### config.mk
export PLATFORM = sky130hd
export DESIGN_NAME = swg_buffer_scheduler
export DESIGN_NICKNAME = d
export VERILOG_FILES = /design/src/rtl/swg_buffer_scheduler.sv
export SDC_FILE = /design/constraint.sdc
export NUM_CORES = 1
export LEC_CHECK = 0
export ABC_AREA = 1
export CAP_MARGIN = 5
export CORE_AREA = 10 10 100 102
export CTS_BUF_LIST = sky130_fd_sc_hd__clkbuf_8
export CTS_CLUSTER_SIZE = 40
export DETAILED_ROUTE_END_ITERATION = 6
export DIE_AREA = 0 0 110 112
export GPL_TIMING_DRIVEN = 0
export PLACE_DENSITY = 0.69
export SETUP_SLACK_MARGIN = 0.4
export SYNTH_ARGS = -nofsm -noshare
export SYNTH_HDL_FRONTEND = slang
export SYNTH_SLANG_ARGS = --single-unit
### constraint.sdc
create_clock -name clk -period 2.7 [get_ports clk]
set_clock_uncertainty 0.15 [all_clocks]
set_input_delay 0.27 -clock clk [delete_from_list [all_inputs] [get_ports clk]]
set_output_delay 0.27 -clock clk [all_outputs]
set_load 0.1 [all_outputs]
### src/rtl/swg_buffer_scheduler.sv
// swg_buffer_scheduler: sequences one sliding-window-generator frame through a
// dual-port cyclic buffer. Issues buffer writes for accepted input elements and
// buffer reads in the order dictated by the loop controller. Reads never pass
// unwritten data and writes never overwrite data a later read still needs.
// The block carries no data itself.
//
// Optional feature: define SWG_SCHED_PERF_EN to add the saturating
// stall_in_cnt / stall_out_cnt performance counters.
module swg_buffer_scheduler #(
  parameter int BUF_DEPTH     = 16,
  parameter int IN_ELEMS      = 64,
  parameter int OUT_ELEMS     = 144,
  parameter int INCR_BITWIDTH = 8
) (
  input  logic                            clk,
  input  logic                            rst_n,
  input  logic                            in_valid,
  output logic                            in_ready,
  output logic                            out_valid,
  input  logic                            out_ready,
  input  logic signed [INCR_BITWIDTH-1:0] addr_incr,
  input  logic signed [INCR_BITWIDTH-1:0] tail_incr,
  output logic                            advance,
  output logic                            write_enable,
  output logic [$clog2(BUF_DEPTH)-1:0]    write_addr,
  output logic                            read_enable,
  output logic [$clog2(BUF_DEPTH)-1:0]    read_addr,
  output logic                            frame_done
`ifdef SWG_SCHED_PERF_EN
  ,
  output logic [31:0]                     stall_in_cnt,
  output logic [31:0]                     stall_out_cnt
`endif
);

  localparam int AW        = $clog2(BUF_DEPTH);
  localparam int MAX_ELEMS = (IN_ELEMS > OUT_ELEMS) ? IN_ELEMS : OUT_ELEMS;
  localparam int CNT_W     = $clog2(MAX_ELEMS + BUF_DEPTH) + 2;
  // Physical-pointer sum needs room for [-(BUF_DEPTH-1), 2*BUF_DEPTH-2].
  localparam int PW        = AW + 2;

  localparam logic signed [CNT_W-1:0] IN_C    = CNT_W'(IN_ELEMS);
  localparam logic signed [CNT_W-1:0] OUT_C   = CNT_W'(OUT_ELEMS);
  localparam logic signed [CNT_W-1:0] DEPTH_C = CNT_W'(BUF_DEPTH);
  localparam logic signed [CNT_W-1:0] ONE_C   = CNT_W'(1);
  localparam logic signed [PW-1:0]    DEPTH_P = PW'(BUF_DEPTH);
  localparam logic [AW-1:0]           LAST_A  = AW'(BUF_DEPTH - 1);

  typedef enum logic [1:0] {
    S_RUN,
    S_DRAIN,
    S_DONE
  } state_t;

  state_t state, state_n;

  // Logical counters (signed so controller increments may move head/tail back).
  logic signed [CNT_W-1:0] wr_cnt, head, tail, rd_cnt;
  logic signed [CNT_W-1:0] fill;
  logic [AW-1:0]           wp, rp, rp_next;
  logic signed [PW-1:0]    rp_sum, rp_fix;
  logic                    can_read;
  logic                    done_fire;

  // Elements held in the buffer that are still needed by some future read.
  assign fill = wr_cnt - tail;

  // Handshake qualifiers; both are forced low while reset is asserted so a
  // mid-frame reset drops the frame in the same cycle.
  assign in_ready = rst_n && (state == S_RUN) && (wr_cnt < IN_C) && (fill < DEPTH_C);
  assign can_read = rst_n && (state != S_DONE) && (rd_cnt < OUT_C) && (head < wr_cnt)
                    && (!out_valid || out_ready);

  assign write_enable = in_valid && in_ready;
  assign write_addr   = wp;
  assign read_enable  = can_read;
  assign advance      = can_read;
  assign read_addr    = rp;

  // Physical read pointer follows head modulo BUF_DEPTH; |addr_incr| < BUF_DEPTH
  // so a single correction in either direction is enough.
  always_comb begin
    // NOTE: every combinational output gets a default first so no path leaves it unassigned (no latch).
    rp_sum = $signed({{(PW - AW){1'b0}}, rp}) + PW'(addr_incr);
    rp_fix = rp_sum;
    if (rp_sum >= DEPTH_P) begin
      rp_fix = rp_sum - DEPTH_P;
    end else if (rp_sum[PW-1]) begin
      rp_fix = rp_sum + DEPTH_P;
    end
    rp_next = rp_fix[AW-1:0];
  end

  // Frame sequencing: run while input is pending, drain remaining reads, then
  // wait for the last output beat to leave before closing the frame.
  always_comb begin
    state_n   = state;
    done_fire = 1'b0;
    case (state)
      S_RUN:   if (wr_cnt == IN_C) state_n = S_DRAIN;
      S_DRAIN: if (rd_cnt == OUT_C) state_n = S_DONE;
      S_DONE: begin
        if (!out_valid || out_ready) begin
          done_fire = 1'b1;
          state_n   = S_RUN;
        end
      end
      default: state_n = S_RUN;
    endcase
  end

  // State, counters, pointers and the output-valid flag.
  always_ff @(posedge clk) begin
    // NOTE: sequential state uses non-blocking assignments so every register samples pre-edge values.
    if (!rst_n) begin
      state      <= S_RUN;
      wr_cnt     <= '0;
      head       <= '0;
      tail       <= '0;
      rd_cnt     <= '0;
      wp         <= '0;
      rp         <= '0;
      out_valid  <= 1'b0;
      frame_done <= 1'b0;
    end else begin
      state      <= state_n;
      frame_done <= done_fire;
      if (done_fire) begin
        // Controller's final increments are discarded; start the next frame clean.
        wr_cnt    <= '0;
        head      <= '0;
        tail      <= '0;
        rd_cnt    <= '0;
        wp        <= '0;
        rp        <= '0;
        out_valid <= 1'b0;
      end else begin
        if (write_enable) begin
          wp     <= (wp == LAST_A) ? '0 : wp + AW'(1);
          wr_cnt <= wr_cnt + ONE_C;
        end
        if (read_enable) begin
          head   <= head + CNT_W'(addr_incr);
          tail   <= tail + CNT_W'(tail_incr);
          rp     <= rp_next;
          rd_cnt <= rd_cnt + ONE_C;
        end
        // Buffer output register is valid one cycle after a read and holds
        // under backpressure because no new read is issued.
        if (read_enable) begin
          out_valid <= 1'b1;
        end else if (out_ready) begin
          out_valid <= 1'b0;
        end
      end
    end
  end

  // Illegal configuration: nothing left to read yet no room to write.
  assert property (@(posedge clk) disable iff (!rst_n)
    ((state != S_DONE) && (rd_cnt < OUT_C)) |-> !((head >= wr_cnt) && (fill >= DEPTH_C)));

`ifdef SWG_SCHED_PERF_EN
  // Saturating stall counters, cleared by reset and when a frame closes.
  always_ff @(posedge clk) begin
    if (!rst_n || frame_done) begin
      stall_in_cnt  <= '0;
      stall_out_cnt <= '0;
    end else begin
      if ((state == S_RUN) && in_valid && !in_ready && (stall_in_cnt != '1)) begin
        stall_in_cnt <= stall_in_cnt + 32'd1;
      end
      if (out_valid && !out_ready && (stall_out_cnt != '1)) begin
        stall_out_cnt <= stall_out_cnt + 32'd1;
      end
    end
  end
`endif

endmodule
==> summary.txt <==
DRT iter0 DRCs - 127
Worst Path Max Fanout - 3
Final critical-path share of the clock period - 99.7%
Commonest non-fill, non-tap cells in the layout - nand2_1 (110), inv_1 (57), a21oi_1 (50), nor2_1 (46), dfxtp_1 (36)
Tot GR Track Use - 16.6%
Ys Warns - 0
Crit Path Class - register to output port
Pwr Density - 1100 mW/mm²
Seq pwr share - 18.9%
R2R depth - 14
# setup viols final - 0
Pins over their slew limit - 0
Max VDD drop - 1.27 mV
Yosys reg bits - 52
GRT overflow - 0
Slew @ Worst Pin - 1.05 ns
CTS tree - built
Area growth from synthesis to layout - 34.1%
Worst min path class - register to register
Worst-path cell chain - inv_2 -> ha_4 -> nand2_4 -> nor2_1 -> nand2_1 -> nand3_2 -> nand2_1 -> nand2_1 -> nand2_1 -> nor2_2 -> nand3_2 -> nand2_4 -> nand3_4 -> buf_8 -> clkinvlp_4 -> buf_12
DIE HEIGHT - 112 µm
CP max-delay cell - dfxtp_2
CP most frequent cell - nand2_1
RSZ-0062 raised after global routing - yes
Setup_tns - 0 ns
R2R setup slack - 0.23 ns
Root buffer cell - clkbuf_8
Synth Area per Inst - 7.01 µm²
Clock period minus worst slack - 2.69 ns
Logic pwr share - 73.4%
Hold Buf Count CTS - 0
CTS Buffer Depth - 2
Width of the die - 110 µm
Largest delay share family, worst path - simple AND/OR/NAND/NOR gates
Layout cell share with drive strength beyond 1 - 24.9%
Drt total wl - 10.5 mm
IO buf count - 33
Vias - 3,837
CTS buffer count - 5
CP max stage delay - 0.35 ns
Crit path depth - 16
Final core occ - 65.4%
Reg-to-Reg Start - wr_cnt[7]
Sw frac - 50.6%
Sw power - 2920 µW
Hold Path End - rd_cnt[9]
Main synth FF type - dfxtp_1
Leakage - 0.00230 µW
Ys async rst share - 0%
Reg clk slew, reported paths - 0.10 ns
Crit path DAT - 2.27 ns
Row Count - 33
Vias in the first global route - 3,683
DP Wirelength - 7.58 mm
Clock Power Share - 7.7%
Die ar. - 0.0123 mm²
Post-route ant nets - 0
Crit. End Element - output port
Max Cap Viol - 0
DRC Markers - 0
First-pass GRT wire length - 17.1 mm
Run status - complete, no violations
Number of flops mapped to enable cells by yosys - 0
Initial core utilization - 48.8%
Number of placed I/O pins - 34
Post-Syn Area - 0.00393 mm²
Internal Power - 2850 µW
CP required - 2.28 ns
FF-to-FF End - read_addr[1]
Synth Instances - 560
Number of clock sinks - 52
Nets - 691
Max transition margin - 29.8%
Synth cell types - 42
Clk Latency, worst-skew pair - 0.31 ns
Initial antenna violation count - 0
Critical path buffers and inverters - 4
Core Box Area - 0.00805 mm²
Placer Congestion - 0.867
Worst Setup Start Kind - register
Largest net degree at the start of global routing - 16
WL/cell - 14.3 µm
Worst hold path depth - 2
Hold Path Origin - rd_cnt[9]
Vias/cell - 5.25
CTS H-tree lvls - 2
Post-Syn Nets - 626
Final hold violations - 0
Commonest non-fill, non-tap cell in the layout - nand2_1
ANT cells - 0
Post-synthesis sequential area ratio - 26.5%
Max Fclk - 372 MHz
First-pass iteration count of the detailed router - 5
[per-stage QoR]
step,cells,total power [µW],instance area [µm²],setup WS (ns),hold WS (ns)
after floorplan,560,3510,4050,0.336,0.280
after global placement,698,4110,4510,-0.878,0.293
after detailed placement,698,4190,4510,-0.933,0.302
after CTS,723,5300,4990,0.0430,0.317
after global routing,731,6190,5270,-0.146,0.350
final,731,5770,5270,0.00902,0.317
[cell type report]
class                           instances  area [µm²]
Multi-Input combinational cell        417        2890
Fill cell                             699        2790
Sequential cell                        52        1080
Timing Repair Buffer                   58         601
Inverter                               75         302
Buffer                                 16         179
Tap cell                              105         131
Clock buffer                            5        68.8
Clock inverter                          3        16.3
[tightest hold or removal path, cell delays in order (launching register included)]
cell     delay [ns]
dfxtp_1        0.33
inv_1          0.07
nor2_1         0.04
[logic make-up (layout without fill, tap and decap cells)]
logic type,after synthesis,in the layout,share of synthesized area [%]
xor+xnor,32,32,7.14
simple gates,235,235,27.0
fa+ha+maj,46,46,15.2
compound gates,104,104,14.7
flops,52,52,26.5
buf+inv,91,157,9.43
[synthesized netlist by cell type (2+ instances only)]
| cell | count | area share [%] |
|---|---|---|
| a31oi_1 | 4 | 0.64 |
| nand3_2 | 2 | 0.51 |
| o311ai_0 | 2 | 0.45 |
| buf_2 | 2 | 0.25 |
| clkbuf_1 | 9 | 0.86 |
| inv_1 | 72 | 6.9 |
| nand4_1 | 22 | 3.5 |
| fa_1 | 3 | 1.5 |
| dfxtp_1 | 52 | 27 |
| nor4_1 | 2 | 0.32 |
| o21ai_2 | 2 | 0.45 |
| ha_1 | 43 | 14 |
| o21ai_0 | 25 | 3.2 |
| nor2_2 | 3 | 0.48 |
| o21ai_1 | 2 | 0.25 |
| xor2_1 | 25 | 5.6 |
| nor3_1 | 9 | 1.1 |
| nand2_1 | 119 | 11 |
| inv_2 | 3 | 0.29 |
| o21bai_1 | 3 | 0.57 |
| nor2_1 | 48 | 4.6 |
| nand2_2 | 6 | 0.96 |
| buf_4 | 2 | 0.38 |
| nand3_1 | 19 | 2.4 |
| a21oi_1 | 58 | 7.4 |
| xnor2_1 | 7 | 1.6 |
[how the worst max path moves through the flow]
stage / startpoint / to / slack [ns]
5_1_grt: tail[5] / write_enable / -0.15
3_5_place_dp: wr_cnt[5] / read_enable / -0.93
3_3_place_gp: wr_cnt[5] / read_enable / -0.88
2_1_floorplan: wr_cnt[5] / read_enable / 0.34
4_1_cts: tail[4] / write_enable / 0.04
6_report: tail[3] / write_enable / 0.009
[power groups by stage]
stage,Combinational (µW),Clock [µW],Sequential [µW]
after floorplan,2220,0,1290
after global placement,3040,0,1080
after detailed placement,3100,0,1090
after CTS,3760,455,1080
after global routing,4590,486,1110
final,4230,447,1090
[timing repair]
action	CTS	global route
endpoints found under the setup margin	41	51
pin swaps	13	12
cloned	0	1
gates resized for setup	107	62
setup buffers	17	7
[flip-flops by register name (all words and copies together) (netlist names)]
signal,cells
out_valid,1
wr_cnt,10
write_addr,4
read_addr,4
tail,10
state,2
rd_cnt,10
head,10
frame_done,1
[per-layer routing]
metal	vias to the layer above	wire, µm	global-route usage [%]
met4	0	170	4.69
met1	1767	4750	20.6
met2	75	5170	28.7
met5	-	0	0
met3	11	371	2.60
li1	1984	-	-
Note: power is estimated with default switching activity, not from simulation.
